### src/rtl/pc_seq_pkg.sv
// Shared types and constants for the instruction-fetch PC sequencer.
package pc_seq_pkg;

  localparam int PC_WIDTH = 16;

  localparam logic [PC_WIDTH-1:0] DEF_RESET_VECTOR = 16'h0000;
  localparam logic [PC_WIDTH-1:0] DEF_PC_STEP      = 16'h0001;

  typedef enum logic [1:0] {
    ST_BOOT  = 2'd0,
    ST_REQ   = 2'd1,
    ST_ISSUE = 2'd2,
    ST_HALT  = 2'd3
  } state_t;

endpackage

### src/rtl/pc_next_adder.sv
// Wrap-around PC adder, shared by sequential increment and relative redirect.
// Purely combinational, no backpressure.
module pc_next_adder
  import pc_seq_pkg::*;
(
  input  logic [PC_WIDTH-1:0] i_a,
  input  logic [PC_WIDTH-1:0] i_b,
  output logic [PC_WIDTH-1:0] o_sum
);

  assign o_sum = i_a + i_b;

endmodule

### src/rtl/pc_sequencer.sv
// Fetch sequencer: requests imem at pc, offers the word to decode one cycle after ack.
// Decode backpressure holds the offer and stalls fetching; redirects kill in-flight data.
module pc_sequencer
  import pc_seq_pkg::*;
#(
  parameter logic [PC_WIDTH-1:0] RESET_VECTOR = DEF_RESET_VECTOR,
  parameter logic [PC_WIDTH-1:0] PC_STEP      = DEF_PC_STEP
) (
  input  logic                clk,
  input  logic                rst,
  output logic                imem_req,
  output logic [PC_WIDTH-1:0] imem_addr,
  input  logic                imem_ack,
  input  logic [PC_WIDTH-1:0] imem_data,
  output logic                instr_valid,
  output logic [PC_WIDTH-1:0] instr,
  output logic [PC_WIDTH-1:0] instr_pc,
  input  logic                instr_ready,
  input  logic                br_valid,
  input  logic                br_rel,
  input  logic [PC_WIDTH-1:0] br_target,
  input  logic                halt_req,
  output logic [PC_WIDTH-1:0] pc,
  output logic                halted
);

  state_t              r_state;
  state_t              w_state_nxt;
  logic [PC_WIDTH-1:0] r_pc;
  logic [PC_WIDTH-1:0] r_last_pc;
  logic [PC_WIDTH-1:0] r_addr;
  logic [PC_WIDTH-1:0] r_instr;
  logic [PC_WIDTH-1:0] r_instr_pc;
  logic                r_kill;
  logic                r_halt_lat;

  logic                w_br;
  logic                w_xfer;
  logic                w_halt_eff;
  logic                w_capture;
  logic                w_last_ld;
  logic                w_addr_ld;
  logic                w_kill_nxt;
  logic [PC_WIDTH-1:0] w_add_a;
  logic [PC_WIDTH-1:0] w_add_b;
  logic [PC_WIDTH-1:0] w_sum;
  logic [PC_WIDTH-1:0] w_redir;
  logic [PC_WIDTH-1:0] w_pc_nxt;

  assign w_br       = br_valid && (r_state == ST_REQ || r_state == ST_ISSUE);
  assign w_xfer     = (r_state == ST_ISSUE) && instr_ready;
  assign w_halt_eff = r_halt_lat || halt_req;

  // One adder: relative redirect needs last_pc+offset, otherwise pc+step.
  assign w_add_a = w_br ? r_last_pc : r_pc;
  assign w_add_b = w_br ? br_target : PC_STEP;

  pc_next_adder u_adder (
    .i_a  (w_add_a),
    .i_b  (w_add_b),
    .o_sum(w_sum)
  );

  assign w_redir = br_rel ? w_sum : br_target;

  always_comb begin
    w_state_nxt = r_state;
    w_pc_nxt    = r_pc;
    w_capture   = 1'b0;
    w_last_ld   = 1'b0;
    w_kill_nxt  = r_kill;
    case (r_state)
      ST_BOOT: w_state_nxt = ST_REQ;
      ST_REQ: begin
        if (w_br) w_pc_nxt = w_redir;
        if (imem_ack) begin
          w_kill_nxt = 1'b0;
          if (w_halt_eff) begin
            w_state_nxt = ST_HALT;
          end else if (!r_kill && !w_br) begin
            w_state_nxt = ST_ISSUE;
            w_capture   = 1'b1;
          end
        end else if (w_br) begin
          w_kill_nxt = 1'b1;
        end
      end
      ST_ISSUE: begin
        if (w_br) begin
          w_pc_nxt    = w_redir;
          w_state_nxt = w_halt_eff ? ST_HALT : ST_REQ;
        end else if (w_xfer) begin
          w_pc_nxt    = w_sum;
          w_last_ld   = 1'b1;
          w_state_nxt = w_halt_eff ? ST_HALT : ST_REQ;
        end
      end
      ST_HALT: w_state_nxt = ST_HALT;
      default: w_state_nxt = ST_BOOT;
    endcase
  end

  // The fetch address only moves when a new request starts, keeping it stable while one is outstanding.
  assign w_addr_ld = (w_state_nxt == ST_REQ) && ((r_state != ST_REQ) || imem_ack);

  always_ff @(posedge clk or posedge rst) begin
    if (rst) r_state <= ST_BOOT;
    else     r_state <= w_state_nxt;
  end

  always_ff @(posedge clk or posedge rst) begin
    if (rst) begin
      r_pc       <= RESET_VECTOR;
      r_last_pc  <= RESET_VECTOR;
      r_addr     <= RESET_VECTOR;
      r_instr    <= '0;
      r_instr_pc <= '0;
      r_kill     <= 1'b0;
      r_halt_lat <= 1'b0;
    end else begin
      r_pc   <= w_pc_nxt;
      r_kill <= w_kill_nxt;
      if (halt_req)  r_halt_lat <= 1'b1;
      if (w_last_ld) r_last_pc  <= r_instr_pc;
      if (w_addr_ld) r_addr     <= w_pc_nxt;
      if (w_capture) begin
        r_instr    <= imem_data;
        r_instr_pc <= r_addr;
      end
    end
  end

  assign imem_req    = (r_state == ST_REQ);
  assign imem_addr   = r_addr;
  assign instr_valid = (r_state == ST_ISSUE);
  assign instr       = r_instr;
  assign instr_pc    = r_instr_pc;
  assign pc          = r_pc;
  assign halted      = (r_state == ST_HALT);

endmodule

### config.mk
export PLATFORM = sky130hd
export DESIGN_NAME = pc_sequencer
export DESIGN_NICKNAME = d
export VERILOG_FILES = /design/src/rtl/pc_seq_pkg.sv /design/src/rtl/pc_next_adder.sv /design/src/rtl/pc_sequencer.sv
export SDC_FILE = /design/constraint.sdc
export NUM_CORES = 1
export LEC_CHECK = 0
export CORE_AREA = 2 2 128 80
export DETAILED_ROUTE_END_ITERATION = 8
export DIE_AREA = 0 0 130 82
export PLACE_DENSITY_LB_ADDON = 0.25
export SYNTH_ARGS = -nofsm -noshare
export SYNTH_HDL_FRONTEND = slang
export SYNTH_SLANG_ARGS = --single-unit
### constraint.sdc
create_clock -name clk -period 9.5 [get_ports clk]
set_input_delay 1.425 -clock clk [delete_from_list [all_inputs] [get_ports clk]]
set_output_delay 1.425 -clock clk [all_outputs]
set_load 0.03 [all_outputs]
==> results of run 1 <==
-- path summary, 6_finish.rpt --
| kind | from | slack, ns | depth (start not counted) | endpoint |
|---|---|---|---|---|
| setup / recovery | br_valid | 4.26 | 12 | imem_addr[13] |
| hold reg to reg | imem_addr[1] | 0.50 | 2 | imem_addr[1] |
| hold / removal | imem_addr[1] | 0.50 | 2 | imem_addr[1] |
| min in group asynchronous | rst | 1.72 | 3 | instr[0] |
| setup reg to reg | r_state[1] | 4.92 | 13 | imem_addr[13] |
| max in group asynchronous | rst | 7.06 | 3 | instr_pc[13] |
-- metrics by stage --
step	setup WS [ns]	hold WS, ns	power (uW)
floorplan	5.04	0.480	1240
global placement	4.16	0.485	1520
detailed placement	4.07	0.489	1560
CTS	4.43	0.505	1950
global route	4.10	0.515	2060
finish	4.26	0.501	1960
-- Yosys cell counts (3+ instances only) --
cell / number / area share [%]
nor4_1: 3 / 0.36
o211a_1: 3 / 0.57
and2_1: 3 / 0.36
ha_1: 19 / 4.5
a31oi_1: 5 / 0.60
mux2_2: 57 / 12
a211oi_1: 6 / 0.86
xnor2_1: 4 / 0.67
or3_1: 4 / 0.48
o21ai_0: 34 / 3.2
o21bai_1: 3 / 0.43
a21oi_1: 28 / 2.7
nor2_1: 32 / 2.3
o31ai_1: 8 / 1.1
dfrtp_1: 84 / 40
inv_1: 18 / 1.3
clkbuf_1: 19 / 1.4
a211oi_2: 3 / 0.72
nand4_1: 4 / 0.48
mux2i_1: 7 / 1.3
o211ai_1: 6 / 0.86
nand2b_1: 8 / 0.95
nor3_1: 7 / 0.67
a21boi_0: 3 / 0.43
o21a_1: 3 / 0.43
nor2b_1: 4 / 0.48
a221oi_1: 4 / 0.67
a21o_1: 10 / 1.4
and3_1: 19 / 2.3
buf_2: 7 / 0.67
nand2_1: 68 / 4.9
a211o_1: 4 / 0.67
-- power breakdown --
part	internal, uW	switching (uW)
registers	421	59.4
clock network	232	149
logic	399	701
-- cell families after synthesis --
group | share of synthesized area (%)
buffers and inverters | 4.03
DFF | 40.1
xor gates and xnor gates | 1.00
and+or+nand+nor | 14.3
AOI/OAI and AO/OA | 22.1
adders and majority gates | 4.92
muxes | 13.6
-- state kept, by name, summed over array words and instances, names as in the netlist --
signal	count
r_last_pc	16
r_kill	1
instr	16
imem_addr	16
pc	16
r_halt_lat	1
r_state	2
instr_pc	16
-- final cells by class --
cell class,count,area share [%]
tap,135,2.52
timing repair buffer,112,16.5
multi-input combinational,407,43.8
sequential,84,31.4
clock inverter,5,1.27
inverter,19,1.08
clock buffer,11,3.48
-- worst max-delay path, stage by stage --
cell             delay, ns
clkdlybuf4s50_1       0.45
buf_4                 0.37
and2_1                0.61
buf_4                 0.38
o21ai_0               0.13
ha_1                  0.42
o211ai_1              0.18
o21ai_1               0.25
nor4b_2               0.58
o21ai_0               0.18
a31oi_1               0.25
a311oi_1              0.12
-- per-layer routing --
layer / GRT usage [%] / part of all wire, %
met5: 0 / 0
met4: 9.14 / 1.7
met3: 7.36 / 9.1
met2: 45.7 / 44
met1: 43.5 / 45
==> flow_summary.ini, run 1 <==
[timing]
finalSetupViolations = 0
slew_headroom_pct = 19.8
finalMaxSlewViolations = 0
max_freq_mhz = 191
rsz0062_at_grt = false
final.setup.tns_ns = 0
hold_viol = 0
finalClockSkew_ns = 0.00858
finalCriticalPeriod_ns = 5.24
worst_pin_slew_ns = 1.20
fin_crit_sh_pct = 55.1

[global_route]
gr-total-overflow = 0
antenna_found_initial = 0
grt_usage_pct = 30.3
grt_pass1_wl_mm = 24.3
grt_max_degree = 85
grt_pass1_vias = 4500

[detailed_routing]
vias = 4793
antenna_left = 0
wl_per_cell_microns = 20.4
wirelength_mm = 15.8
drtIter0Drc = 565
drc = 0
viasPerCell = 6.20
dr.pass1.iters = 5

[final_layout]
fin_area_sq_um = 6700
drive_above_1_share_pct = 15.2
final_cells = 773
diodes = 0
syn2layout_area_growth_pct = 27.7
area.sequential_sq_um = 2100
mostFrequentLayoutCells = clkdlybuf4s50_1 (105), dfrtp_1 (84), nand2_1 (68)
layout.cells.most_common = clkdlybuf4s50_1
fin_nets = 692
final_util_pct = 70.0
multi_input_area_sq_um = 2930
fillers = 756

[cts]
cts_tree = built
cts_sinks = 84
cts_root_buf = clkbuf_16
post_cts_resized = 0
cts_hold_buf = 0
clk_latency_ns = 0.35
clkTransAtPathRegs_ns = 0.07
numCtsBuffers = 9
post_cts_buffers = 0
clk_path_buf_depth = 2
h-tree-depth = 3

[pwr]
p_per_area_nw_per_um2 = 293
irDropWorstVdd_uv = 180
leakagePower_uw = 0.00308

[logic_synthesis]
synth_cell_type_count = 74
yosys_warnings = 0
synth.ff_latch_count = 84
synth_seq_area_share_pct = 40.1
netlist_area_sq_um = 5240
synth_edf_count = 0
synth_ff_type = dfrtp_1
syn_nets = 599
postSynthCellCount = 540
synth_area_per_cell_sq_um = 9.71
async_flop_share_pct = 100

[critical_path]
critPathCaptureType = flop
setup.worst_path.class = in -> reg
cp_max_fo = 42
crit_path_start_kind = input pin
cp.required_ns = 9.66
crit_arrival_ns = 5.40

[place]
gp_congestion = 0.985
place_area_sq_um = 6380
place_inst = 757
portBuffers = 105
hpwl_mm = 11.1

[outcome]
status = finished clean

[die]
coreArea_sq_um = 9560
rows = 28
die_area_sq_um = 10700
initial_core_util_pct = 54.8
die_w_microns = 130
pin_count = 106
die_h_microns = 82

[min_path]
hold_path.class = reg -> reg

[run]
cap_viol_max_count = 0
(Power assumes the default switching activity.)
==> inputs of run 2 (changes only) <==
--- a/config.mk
+++ b/config.mk
@@ -5,9 +5,9 @@
 export SDC_FILE = /design/constraint.sdc
 export NUM_CORES = 1
 export LEC_CHECK = 0
-export CORE_AREA = 2 2 128 80
+export CORE_AREA = 2 2 140 87
 export DETAILED_ROUTE_END_ITERATION = 8
-export DIE_AREA = 0 0 130 82
+export DIE_AREA = 0 0 142 89
 export PLACE_DENSITY_LB_ADDON = 0.25
 export SYNTH_ARGS = -nofsm -noshare
 export SYNTH_HDL_FRONTEND = slang
==> constraint.sdc (replaced) <==
create_clock -name clk -period 4.2 [get_ports clk]
set_input_delay 0.63 -clock clk [delete_from_list [all_inputs] [get_ports clk]]
set_output_delay 0.63 -clock clk [all_outputs]
set_load 0.03 [all_outputs]
==> run 2 against run 1 <==
First-iteration DRC count fell by 26%. Worst setup slack got worse by 3.9 ns. Core utilization shrank 9.5 points. Routed wire length increased by 4.7%. Sequential cell count did not move. Clock-buffer cell count increased by 2. Via count increased by 1.0%. Global-route usage shrank 3.4 points. Register-to-register slack worse by 4.6 ns. Clock power up 120%. Hold slack improved by 0.0027 ns. Critical endpoint is now pc[13].
==> flow_summary.ini, run 2 (synthesis results as in run 1) <==
[place]
gp_congestion = 0.957
portBuffers = 105
dpl_worst_slack_ns = 0.206
hpwl_mm = 12.3
place_inst = 777

[critical_path]
critPathBufInv = 2
crit_top_cell = o21ai_0
crit_path_start_kind = flop
crit_chain = inv_1 -> ha_1 -> and2_1 -> buf_4 -> o21ai_0 -> ha_1 -> o211ai_1 -> o21ai_1 -> nor4b_2 -> o21ai_0 -> a31oi_1 -> o21ai_0
r2r.worst_path.cells = 12
cp.required_ns = 4.41
critPathCaptureType = flop
cpPeakStageDelay_ns = 0.53
reg2reg_from = r_state[1]
cp_max_fo = 18
r2r-end = pc[13]
crit_family = compound AO/OA/AOI/OAI gates
crit_cells = 12
r2r_slack_ns = 0.34
slowest_stage = nor4b_2
crit_arrival_ns = 4.07
setup.worst_path.class = reg -> reg

[timing]
worst_pin_slew_ns = 0.728
fin_crit_sh_pct = 91.9
finalMaxSlewViolations = 0
fin_ws_ns = 0.339
finalClockSkew_ns = 0.00991
final.setup.tns_ns = 0
finalSetupViolations = 0
slew_headroom_pct = 51.3
finalCriticalPeriod_ns = 3.86
rsz0062_at_grt = false
hold_viol = 0
max_freq_mhz = 259

[detailed_routing]
wirelength_mm = 16.6
viasPerCell = 6.11
antenna_left = 0
dr.pass1.iters = 5
drc = 0
wl_per_cell_microns = 20.9
vias = 4842
drtIter0Drc = 418

[cts]
cts_root_buf = clkbuf_16
clk_path_buf_depth = 2
clk_latency_ns = 0.35
post_cts_resized = 0
numCtsBuffers = 9
cts_hold_buf = 0
clkTransAtPathRegs_ns = 0.07
cts_sinks = 84
h-tree-depth = 3
post_cts_buffers = 0
cts_tree = built

[final_layout]
layout.cells.most_common = clkdlybuf4s50_1
final_cells = 793
diodes = 0
drive_above_1_share_pct = 16.5
fillers = 941
syn2layout_area_growth_pct = 29.5
mostFrequentLayoutCells = clkdlybuf4s50_1 (105), dfrtp_1 (84), nand2_1 (68)
fin_nets = 703

[die]
die_h_microns = 89
initial_core_util_pct = 46.7
rows = 30
die_w_microns = 142
die_area_sq_um = 12600
pin_count = 106
coreArea_sq_um = 11200

[global_route]
grt_pass1_wl_mm = 25.7
grt_pass1_vias = 4660
antenna_found_initial = 0
grt_usage_pct = 26.9
gr-total-overflow = 0
grt_max_degree = 57

[pwr]
irDropWorstVdd_uv = 300
p_per_area_nw_per_um2 = 664
leakagePower_uw = 0.00314

[min_path]
hold_path.class = reg -> reg
hp-start = instr[15]
holdPathStages = 1
holdPathEnd = instr[15]

[run]
cap_viol_max_count = 0

[outcome]
status = finished clean
==> run 2: changes by cell type in the layout (fill, tap and decap cells not counted), sizes merged <==
cell / before / now
buf: 7 / 18
bufinv: 2 / 1
clkbuf: 11 / 13
clkinvlp: 1 / 0
==> run 2: final cells by class <==
class / instances / area (sq um) / share of cell area (%)
clock buffer: 13 / 260 / 3.84
clock inverter: 3 / 43.8 / 0.645
inverter: 19 / 72.6 / 1.07
multi-input combinational: 407 / 2930 / 43.1
sequential: 84 / 2100 / 31.0
tap: 144 / 180 / 2.66
timing repair buffer: 123 / 1200 / 17.7
==> run 2: worst max-delay path by stage <==
stage                           from             to  slack (ns)
final                     r_state[1]         pc[13]        0.34
after global routing      r_state[1]  imem_addr[15]        0.06
after CTS                 r_state[1]         pc[13]        0.46
after detailed placement    br_valid         pc[13]        0.21
after global placement      br_valid  imem_addr[15]        0.30
after floorplan           r_state[1]   imem_addr[8]        0.48
==> run 2: per-stage QoR <==
step                      hold WS [ns]  total power (uW)  utilization (%)  instance area (sq um)
after floorplan                  0.480              2800                -                   5240
after global placement           0.487              3580             57.7                   6480
after detailed placement         0.491              3640             57.7                   6480
after CTS                        0.506              4470             60.5                   6790
after global routing             0.512              4770             60.5                   6790
final                            0.504              4500             60.5                   6790
==> run 2: routing by layer <==
layer / GRT usage (%) / routed length, microns / part of all wire [%]
met5: 0 / 0 / 0
met4: 7.82 / 295 / 1.8
met3: 6.96 / 1510 / 9.1
met2: 38.6 / 6860 / 41
met1: 40.0 / 7880 / 48
==> run 2: power by group <==
part           total, uW  leakage (uW)  switching (uW)  internal [uW]
Clock                822      0.000150             327            495
Combinational       2600       0.00185            1630            970
Sequential          1080       0.00113             132            952
